`src/rtl/fork_broadcast_slice.sv`:
```
// fork_broadcast_slice: registered one-to-NUM handshake fork; holds a beat until
// every destination selected by its mask has accepted it.
module fork_broadcast_slice #(
    parameter int NUM   = 2,
    parameter int WIDTH = 64
) (
    input  logic             clk,
    input  logic             rst_n,
    input  logic             in_valid,
    output logic             in_ready,
    input  logic [WIDTH-1:0] in_data,
    input  logic [NUM-1:0]   in_mask,
    output logic [NUM-1:0]   out_valid,
    input  logic [NUM-1:0]   out_ready,
    output logic [WIDTH-1:0] out_data,
    output logic             busy
);
    logic             r_valid;
    logic [WIDTH-1:0] r_data;
    logic [NUM-1:0]   r_done;
    logic             w_complete;
    logic             w_load;

    // every port is either already served or handshaking right now
    assign w_complete = r_valid & (&(r_done | out_ready));
    assign in_ready   = ~r_valid | w_complete;
    assign w_load     = in_valid & in_ready;
    assign out_valid  = {NUM{r_valid}} & ~r_done;
    assign out_data   = r_data;
    assign busy       = r_valid;

    always_ff @(posedge clk or negedge rst_n) begin
        if (!rst_n) begin
            r_valid <= 1'b0;
            r_data  <= '0;
            r_done  <= '0;
        end else if (w_load) begin
            r_valid <= 1'b1;
            r_data  <= in_data;
            r_done  <= ~in_mask;
        end else if (w_complete) begin
            r_valid <= 1'b0;
            r_done  <= '0;
        end else if (r_valid) begin
            r_done  <= r_done | (out_valid & out_ready);
        end
    end
endmodule

```
`config.mk`:
```
export PLATFORM = sky130hd
export DESIGN_NAME = fork_broadcast_slice
export DESIGN_NICKNAME = d
export VERILOG_FILES = /design/src/rtl/fork_broadcast_slice.sv
export SDC_FILE = /design/constraint.sdc
export NUM_CORES = 1
export LEC_CHECK = 0
export ABC_AREA = 1
export BUFFER_PORTS_ARGS = -buffer_cell sky130_fd_sc_hd__clkbuf_2
export CORE_MARGIN = 8
export CORE_UTILIZATION = 41
export DETAILED_ROUTE_END_ITERATION = 8
export PLACE_DENSITY_LB_ADDON = 0.25
export SLEW_MARGIN = 5
export SYNTH_ARGS = -nofsm -noshare
export SYNTH_HDL_FRONTEND = slang
export SYNTH_SLANG_ARGS = --single-unit
export TNS_END_PERCENT = 30
```
`constraint.sdc`:
```
create_clock -name clk -period 1.2 [get_ports clk]
set_input_delay 0.12 -clock clk [delete_from_list [all_inputs] [get_ports clk]]
set_output_delay 0.12 -clock clk [all_outputs]
set_load 0.02 [all_outputs]
```
==> flow_summary.yaml, run 1 <==
setup_path:
  critPathLaunchType: "flop"
  cp_data_required_time_ns: 1.08
  critical_path_class: "flop to output pin"
  worst-path-max-fanout: 3
  end_kind: "output pin"
  worst_ep_arrival_time_ns: 1.24
floorplan:
  num_rows: 30
  fp.dieArea_um2: 9970
  die_width_um: 99.9
  chipHeight_um: 99.9
  io_pins: 139
  core_region_area_um2: 6790
  start_util_pct: 42.4
cts:
  insertion_delay_ns: 0.32
  clockBufferDepth: 2
  cts-root-buf: "clkbuf_8"
  cts.sinks: 67
  cts_max_level: 3
  clk_pin_slew_ns: 0.07
  cts_tree: "yes"
  cts_made_buffers: 9
drt:
  wl_per_cell_um: 15.3
  drtIter0Drc: 116
  dr.pass1.iters: 4
  drc_errors: 0
  postRouteAntennaNets: 0
  drt_wl_total_um: 8400
  num_vias: 2687
  avgViaCountPerCell: 4.89
layout:
  syn2layout_area_growth_pct: 37.1
  layout_common_cells: "nand2_1, clkbuf_2, nand4_1, dfrtp_1, clkbuf_8"
  drive_gt1_share_pct: 39.0
  fin_util_pct: 58.2
  antenna_cells: 0
  final_nets: 521
power_and_ir_drop:
  ir_drop_mv: 0.970
  powerDensity_nw_per_um2: 2030
  p_leak_nw: 2.26
  p_total_mw: 8.03
global_routing:
  gr-total-overflow: 0
  grt_usage_pct: 17.1
  grt_max_degree: 68
  grt_pass1_wl_um: 13800
  grt_pass1_vias: 2776
  antenna_found_initial: 0
timing:
  setup_slack_ns: -0.160
  slew_headroom_pct: 75.6
  slew_violations: 0
  fmax_ghz: 0.736
  rsz0062_at_grt: "yes"
  finalCriticalPeriod_ns: 1.36
  setup_violations: 69
  period_share_pct: 113
  worst_slew_pin_slew_ns: 0.366
  hold_viol_final: 0
  clock_skew_ns: 0.00983
place:
  io_buffers: 138
  post-dp-hpwl_um: 5770
  gp_congestion: 0.766
  pre_cts_slack_ns: -0.00309
yosys:
  synth_cell_type_count: 18
  yosysSeqAreaShare_pct: 58.2
  yosys_warnings: 0
  synth_top_area_share_pct: 58.2
  synthesis.nets: 382
  synth-main-ff-cell: "dfrtp_1"
  netlist_instances: 311
  synthArstFlopShare_pct: 100
  synth-edff-count: 0
  synth_area_um2: 2880
  synth_area_leaders: "dfrtp_1, nand2_1, nand4_1"
  synth-seq-cells: 67
  syn-mean-instance-area_um2: 9.27
  synth_top_area_cell: "dfrtp_1"
min_path:
  min_path_type: "input port to flop"
job:
  cap_violations: 0
outcome:
  violations: "setup timing"
  status: "finished, violations left"
-- cell usage after synthesis, types with 6 or more instances --
cell type / count
buf_2: 12
buf_6: 9
clkbuf_1: 6
dfrtp_1: 67
inv_1: 6
nand2_1: 134
nand4_1: 66
-- state kept, by name (all words and copies together) (netlist names) --
register,flops
r_done,2
out_data,64
busy,1
-- final timing paths --
kind,from,end,cells past startpoint,slack (ns)
worst max-delay path,busy$_DFFE_PN0P_,in_ready,4,-0.16
worst min-delay path,in_data[42],out_data[42]$_DFFE_PN0P_,3,0.02
worst max register to register,busy$_DFFE_PN0P_,r_done[1]$_DFFE_PN0P_,6,-0.14
worst min register to register,out_data[9]$_DFFE_PN0P_,out_data[9]$_DFFE_PN0P_,2,0.47
max in group asynchronous,rst_n,out_data[6]$_DFFE_PN0P_,3,0.53
min in group asynchronous,rst_n,out_data[40]$_DFFE_PN0P_,3,0.36
-- where the power goes --
part / internal, mW / total [mW] / leakage (nW) / switching [mW]
Clock: 0.903 / 1.67 / 0.0953 / 0.772
Sequential: 2.91 / 3.30 / 0.824 / 0.391
Combinational: 1.08 / 3.06 / 1.34 / 1.98
Total: 4.89 / 8.03 / 2.26 / 3.14
-- worst max-delay path, stage by stage, from the launching register on --
cell,delay [ns]
dfrtp_2,0.44
buf_6,0.13
nand3_4,0.07
and2_4,0.16
buf_8,0.11
-- cells by family after synthesis --
kind of cell / share of synthesized area (%)
buf+inv: 7.55
compound gates: 0.607
simple gates: 33.7
flops: 58.2
-- repair_timing --
action                                  4_1_cts  5_1_grt
setup buffers                                 5        0
hold buffers                                  1        0
gates resized for setup                      12        2
pin swaps                                     3        2
hold endpoints to repair                     67        0
endpoints found under the setup margin       14       70
-- layout make-up --
cell class              count  area (um2)
inverters                   7        28.8
flip-flops and latches     67        1680
well taps                  96         120
clock inverters             2        10.0
fillers                   637        2840
multi-input cells         209        1010
clock buffers              13         169
repair buffers            156         936
-- through the flow --
| step | TNS [ns] | cell area, um2 | hold WS (ns) | cells |
|---|---|---|---|---|
| 6_report | -6.97 | 3950 | 0.0189 | 550 |
| 5_1_grt | -11.77 | 3950 | 0.0116 | 550 |
| 4_1_cts | -5.98 | 3950 | 0.00384 | 550 |
| 3_5_place_dp | -0.00309 | 3670 | 0.169 | 529 |
| 3_3_place_gp | 0 | 3670 | 0.170 | 529 |
| 2_1_floorplan | -3.74 | 2890 | -0.176 | 311 |
-- layer usage --
metal | wire (um) | part of all wire, % | vias up | track usage (%)
met4 | 71 | 0.85 | 0 | 6.87
met3 | 636 | 7.6 | 5 | 5.54
met1 | 3440 | 41 | 1275 | 20.2
li1 | - | - | 1327 | -
met5 | 0 | 0 | - | 0
met2 | 4250 | 51 | 80 | 28.0
Power figures use the tool's default switching activity.
==> run 2, diff against run 1 <==
--- a/config.mk
+++ b/config.mk
@@ -8,9 +8,9 @@
 export ABC_AREA = 1
 export BUFFER_PORTS_ARGS = -buffer_cell sky130_fd_sc_hd__clkbuf_2
 export CORE_MARGIN = 8
-export CORE_UTILIZATION = 41
+export CORE_UTILIZATION = 46
 export DETAILED_ROUTE_END_ITERATION = 8
-export PLACE_DENSITY_LB_ADDON = 0.25
+export PLACE_DENSITY = 0.77
 export SLEW_MARGIN = 5
 export SYNTH_ARGS = -nofsm -noshare
 export SYNTH_HDL_FRONTEND = slang
==> constraint.sdc (replaced) <==
create_clock -name clk -period 1.5 [get_ports clk]
set_input_delay 0.15 -clock clk [delete_from_list [all_inputs] [get_ports clk]]
set_output_delay 0.15 -clock clk [all_outputs]
set_load 0.02 [all_outputs]
==> run 2 against run 1 <==
Compared with the run above: the flow now finishes without violations; wire length shrank 3.3%; clock skew shrank 0.0043 ns; flip-flop and latch count is the same; hold slack gained 0.032 ns; register-to-register slack gained 0.24 ns; clock power shrank 11%; utilization grew 4.0 points; sequential share of layout area grew 1.0 points; cell count shrank 4.0%; global-route usage grew 1.0 points; power shrank 20%; largest power group unchanged.
==> flow_summary.yaml, run 2 (same netlist as run 1, synthesis figures left out) <==
outcome:
  status: "completed"
setup_path:
  critical_path_class: "flop to output pin"
  crit_chain: "nor2_4 > nand2_4 > buf_12 > and2_4 > buf_8"
  worst-path-max-fanout: 2
  end_kind: "output pin"
  max_stage_delay_ns: 0.41
  critPathSlowestCell: "dfrtp_1"
  worst_ep_arrival_time_ns: 1.32
  cp_data_required_time_ns: 1.35
  critPathLaunchType: "flop"
floorplan:
  fp.dieArea_um2: 9060
  chipHeight_um: 95.2
  num_rows: 29
  die_width_um: 95.2
  core_region_area_um2: 6200
  start_util_pct: 46.5
  io_pins: 139
drt:
  drtIter0Drc: 141
  dr.pass1.iters: 4
  drt_wl_total_um: 8120
  postRouteAntennaNets: 0
  avgViaCountPerCell: 5.10
  wl_per_cell_um: 15.4
  num_vias: 2695
  drc_errors: 0
cts:
  cts-root-buf: "clkbuf_8"
  cts_max_level: 3
  clockBufferDepth: 2
  insertion_delay_ns: 0.33
  clk_pin_slew_ns: 0.07
  cts.sinks: 67
  cts_tree: "yes"
  cts_made_buffers: 9
timing:
  setup_violations: 0
  worst_slew_pin_slew_ns: 0.420
  rsz0062_at_grt: "yes"
  slew_headroom_pct: 72.0
  finalCriticalPeriod_ns: 1.47
  fmax_ghz: 0.682
  hold_viol_final: 0
  clock_skew_ns: 0.00552
  slew_violations: 0
  period_share_pct: 97.8
  fin_tns_setup_ns: 0
place:
  gp_congestion: 0.758
  post-dp-hpwl_um: 5570
  io_buffers: 138
  placed_area_um2: 3570
  dp_cells: 507
layout:
  largest_reg_flops: 64
  fillers: 577
  syn2layout_area_growth_pct: 33.9
  antenna_cells: 0
  layout_common_cells: "clkbuf_2, nand2_1, dfrtp_1, nand4_1, clkbuf_8"
  drive_gt1_share_pct: 37.9
  final_common_cell: "clkbuf_2"
  final_nets: 518
  post_layout_nonfiller_instances: 528
  finalInstanceArea_um2: 3860
  fin_util_pct: 62.2
global_routing:
  grt_pass1_wl_um: 13000
  grt_max_degree: 68
  gr-total-overflow: 0
  grt_pass1_vias: 2687
  grt_usage_pct: 18.1
  antenna_found_initial: 0
job:
  cap_violations: 0
min_path:
  min_path_type: "input port to flop"
power_and_ir_drop:
  ir_drop_mv: 0.839
  powerDensity_nw_per_um2: 1670
  p_leak_nw: 2.24
==> run 2: path summary, 6_finish.rpt <==
| check | from | end | slack (ns) | cells after the start |
|---|---|---|---|---|
| max reg2reg | busy$_DFFE_PN0P_ | out_data[11]$_DFFE_PN0P_ | 0.10 | 5 |
| min | in_data[42] | out_data[42]$_DFFE_PN0P_ | 0.05 | 3 |
| max in group asynchronous | rst_n | out_data[17]$_DFFE_PN0P_ | 0.82 | 3 |
| max | r_done[1]$_DFFE_PN0P_ | in_ready | 0.03 | 5 |
| min reg2reg | out_data[27]$_DFFE_PN0P_ | out_data[27]$_DFFE_PN0P_ | 0.47 | 2 |
| min in group asynchronous | rst_n | out_data[40]$_DFFE_PN0P_ | 0.37 | 3 |
==> run 2: critical path, delay by kind of cell, from the launching register on <==
family	cells	cell delay, ns
flops	1	0.41
simple gates	3	0.35
buf+inv	2	0.24
==> run 2: cell type report <==
cell class / count / area [um2] / area share [%]
Clock buffer: 13 / 159 / 4.12
Clock inverter: 2 / 35.0 / 0.908
Inverter: 7 / 26.3 / 0.681
Multi-Input combinational cell: 209 / 996 / 25.8
Sequential cell: 67 / 1680 / 43.5
Tap cell: 77 / 96.3 / 2.50
Timing Repair Buffer: 153 / 870 / 22.5
==> run 2: through the flow <==
step / setup WS (ns) / hold slack (ns) / total power [mW]
6_report: 0.0332 / 0.0506 / 6.46
5_1_grt: -0.0362 / 0.0379 / 6.88
4_1_cts: 0.00695 / 0.0324 / 6.54
3_5_place_dp: 0.105 / 0.207 / 4.95
3_3_place_gp: 0.171 / 0.195 / 4.89
2_1_floorplan: 0.114 / -0.146 / 4.08
==> run 2: repair_timing <==
action	4_1_cts	5_1_grt
hold endpoints to repair	67	0
gates cloned	1	0
endpoints found under the setup margin	1	43
resized for setup	4	2
pin swaps	2	2
buffers inserted	4	0
hold buffers	1	0
==> run 2: routing by layer <==
| layer | vias up | part of all wire (%) | global-route usage (%) |
|---|---|---|---|
| met5 | - | 0 | 0 |
| met2 | 98 | 52 | 29.2 |
| met1 | 1260 | 40 | 22.2 |
| met4 | 0 | 2.3 | 9.49 |
| met3 | 16 | 6.4 | 4.25 |
| li1 | 1321 | - | - |
==> run 2: report_power, final <==
group	internal [mW]	switching, mW	leakage, nW	total, mW
logic	0.803	1.56	1.31	2.37
clock network	0.849	0.629	0.0995	1.48
registers	2.32	0.289	0.824	2.61
==> run 3, diff against run 2 <==
--- a/config.mk
+++ b/config.mk
@@ -6,12 +6,12 @@
 export NUM_CORES = 1
 export LEC_CHECK = 0
 export ABC_AREA = 1
-export BUFFER_PORTS_ARGS = -buffer_cell sky130_fd_sc_hd__clkbuf_2
 export CORE_MARGIN = 8
-export CORE_UTILIZATION = 46
+export CORE_UTILIZATION = 51
 export DETAILED_ROUTE_END_ITERATION = 8
-export PLACE_DENSITY = 0.77
-export SLEW_MARGIN = 5
+export DONT_BUFFER_PORTS = 1
+export PLACE_DENSITY = 0.63
+export SLEW_MARGIN = 15
 export SYNTH_ARGS = -nofsm -noshare
 export SYNTH_HDL_FRONTEND = slang
 export SYNTH_SLANG_ARGS = --single-unit
==> run 3 against run 2 <==
Compared with the run above: the flow now finishes with violations (hold timing); clock-buffer cell count decreased by 2; critical path depth unchanged; critical path type unchanged; power decreased by 8.1%; utilization increased by 8.4 points; setup slack improved by 0.047 ns; non-clock buffer count decreased by 69; combinational power decreased by 46%; cell count decreased by 14%; first-iteration DRC count increased by 43%; sequential power increased by 29%.
==> flow_summary.yaml, run 3 (same netlist as run 1, synthesis figures left out) <==
floorplan:
  start_util_pct: 52.7
  fp.dieArea_um2: 8310
  core_region_area_um2: 5470
  die_width_um: 91.2
  chipHeight_um: 91.2
  num_rows: 27
  io_pins: 139
setup_path:
  cp_data_required_time_ns: 1.35
  critPathLaunchType: "flop"
  worst-path-max-fanout: 4
  end_kind: "output pin"
  worst_ep_arrival_time_ns: 1.27
  critical_path_class: "flop to output pin"
  ff2ff_setup_slack_ns: 0.14
power_and_ir_drop:
  ir_drop_mv: 0.963
  p_total_mw: 5.93
  p_leak_nw: 1.96
  powerDensity_nw_per_um2: 1540
timing:
  slew_violations: 0
  rsz0062_at_grt: "no"
  hold_viol_final: 75
  clock_skew_ns: 0.00883
  fmax_ghz: 0.704
  fin_tns_setup_ns: 0
  setup_slack_ns: 0.0801
  slew_headroom_pct: 69.2
  hold_ws_ns: -0.493
  setup_violations: 0
  worst_slew_pin_slew_ns: 0.460
  period_share_pct: 94.7
  finalCriticalPeriod_ns: 1.42
outcome:
  status: "finished, violations left"
  violations: "hold timing"
layout:
  post_layout_nonfiller_instances: 453
  final_common_cell: "nand2_1"
  fin_util_pct: 70.6
  syn2layout_area_growth_pct: 34.0
  largest_reg_flops: 64
  final_nets: 449
  drive_gt1_share_pct: 9.71
  layout_common_cells: "nand2_1, dfrtp_1, dlygate4sd3_1, nand4_1, clkbuf_8"
  finalInstanceArea_um2: 3860
  antenna_cells: 0
global_routing:
  grt_pass1_wl_um: 13600
  gr-total-overflow: 0
  grt_max_degree: 69
  antenna_found_initial: 0
  grt_usage_pct: 20.1
  grt_pass1_vias: 2604
cts:
  cts-root-buf: "clkbuf_8"
  insertion_delay_ns: 0.33
  cts_max_level: 3
  cts_made_buffers: 9
  cts.sinks: 67
  clk_pin_slew_ns: 0.07
  cts_tree: "yes"
  clockBufferDepth: 2
place:
  placed_area_um2: 2900
  pre_cts_slack_ns: 0.0895
  dp_cells: 364
  io_buffers: 0
  post-dp-hpwl_um: 4980
  gp_congestion: 0.779
drt:
  drtIter0Drc: 201
  drc_errors: 0
  avgViaCountPerCell: 5.70
  postRouteAntennaNets: 0
  drt_wl_total_um: 8910
  dr.pass1.iters: 4
  wl_per_cell_um: 19.7
  num_vias: 2582
min_path:
  min_path_type: "input port to async pin"
job:
  cap_violations: 0
-- run 3: changes by cell type in the layout (fill, tap and decap cells not counted), sizes merged --
| cell | previous run | this run |
|---|---|---|
| bufinv | 1 | 0 |
| clkinv | 1 | 3 |
| clkbuf | 149 | 12 |
| dlygate4sd3 | 1 | 67 |
-- run 3: final timing paths --
path                       depth (start not counted)                     from                        to
setup / recovery                                   5         busy$_DFFE_PN0P_                  in_ready
hold / removal                                     0                    rst_n  out_data[29]$_DFFE_PN0P_
setup reg to reg                                   7         busy$_DFFE_PN0P_  out_data[55]$_DFFE_PN0P_
hold reg to reg                                    2  out_data[8]$_DFFE_PN0P_   out_data[8]$_DFFE_PN0P_
max in group asynchronous                          0                    rst_n   out_data[0]$_DFFE_PN0P_
min in group clk                                   2                 in_valid  out_data[63]$_DFFE_PN0P_
-- run 3: routing by layer --
layer | part of all wire, % | vias to the layer above | global-route usage, %
met5 | 0 | - | 0
met2 | 48 | 153 | 32.0
li1 | - | 1183 | -
met1 | 39 | 1229 | 23.4
met4 | 2.0 | 0 | 8.59
met3 | 11 | 17 | 8.48
-- run 3: worst max-delay path: stages (launching register included) --
cell and delay, ns:
dfrtp_1 0.39, inv_2 0.08, nor2_4 0.11, nand2_4 0.08, buf_12 0.13, and2_4 0.15
-- run 3: timing repair --
action,4_1_cts,5_1_grt
hold buffers,65,3
gates cloned,1,1
resized for setup,2,2
pin swaps,0,1
hold endpoints to repair,134,113
endpoints found under the setup margin,1,31
buffers inserted,2,3
-- run 3: where the power goes --
| part | internal, mW | switching [mW] |
|---|---|---|
| Combinational | 0.568 | 0.701 |
| Clock | 0.664 | 0.634 |
| Sequential | 2.32 | 1.05 |
| Total | 3.55 | 2.38 |
-- run 3: layout make-up --
type,instances,area [um2]
Clock inverter,3,15.0
Multi-Input combinational cell,209,996
Tap cell,72,90.1
Inverter,7,26.3
Timing Repair Buffer,84,907
Clock buffer,11,151
Fill cell,417,1610
Sequential cell,67,1680
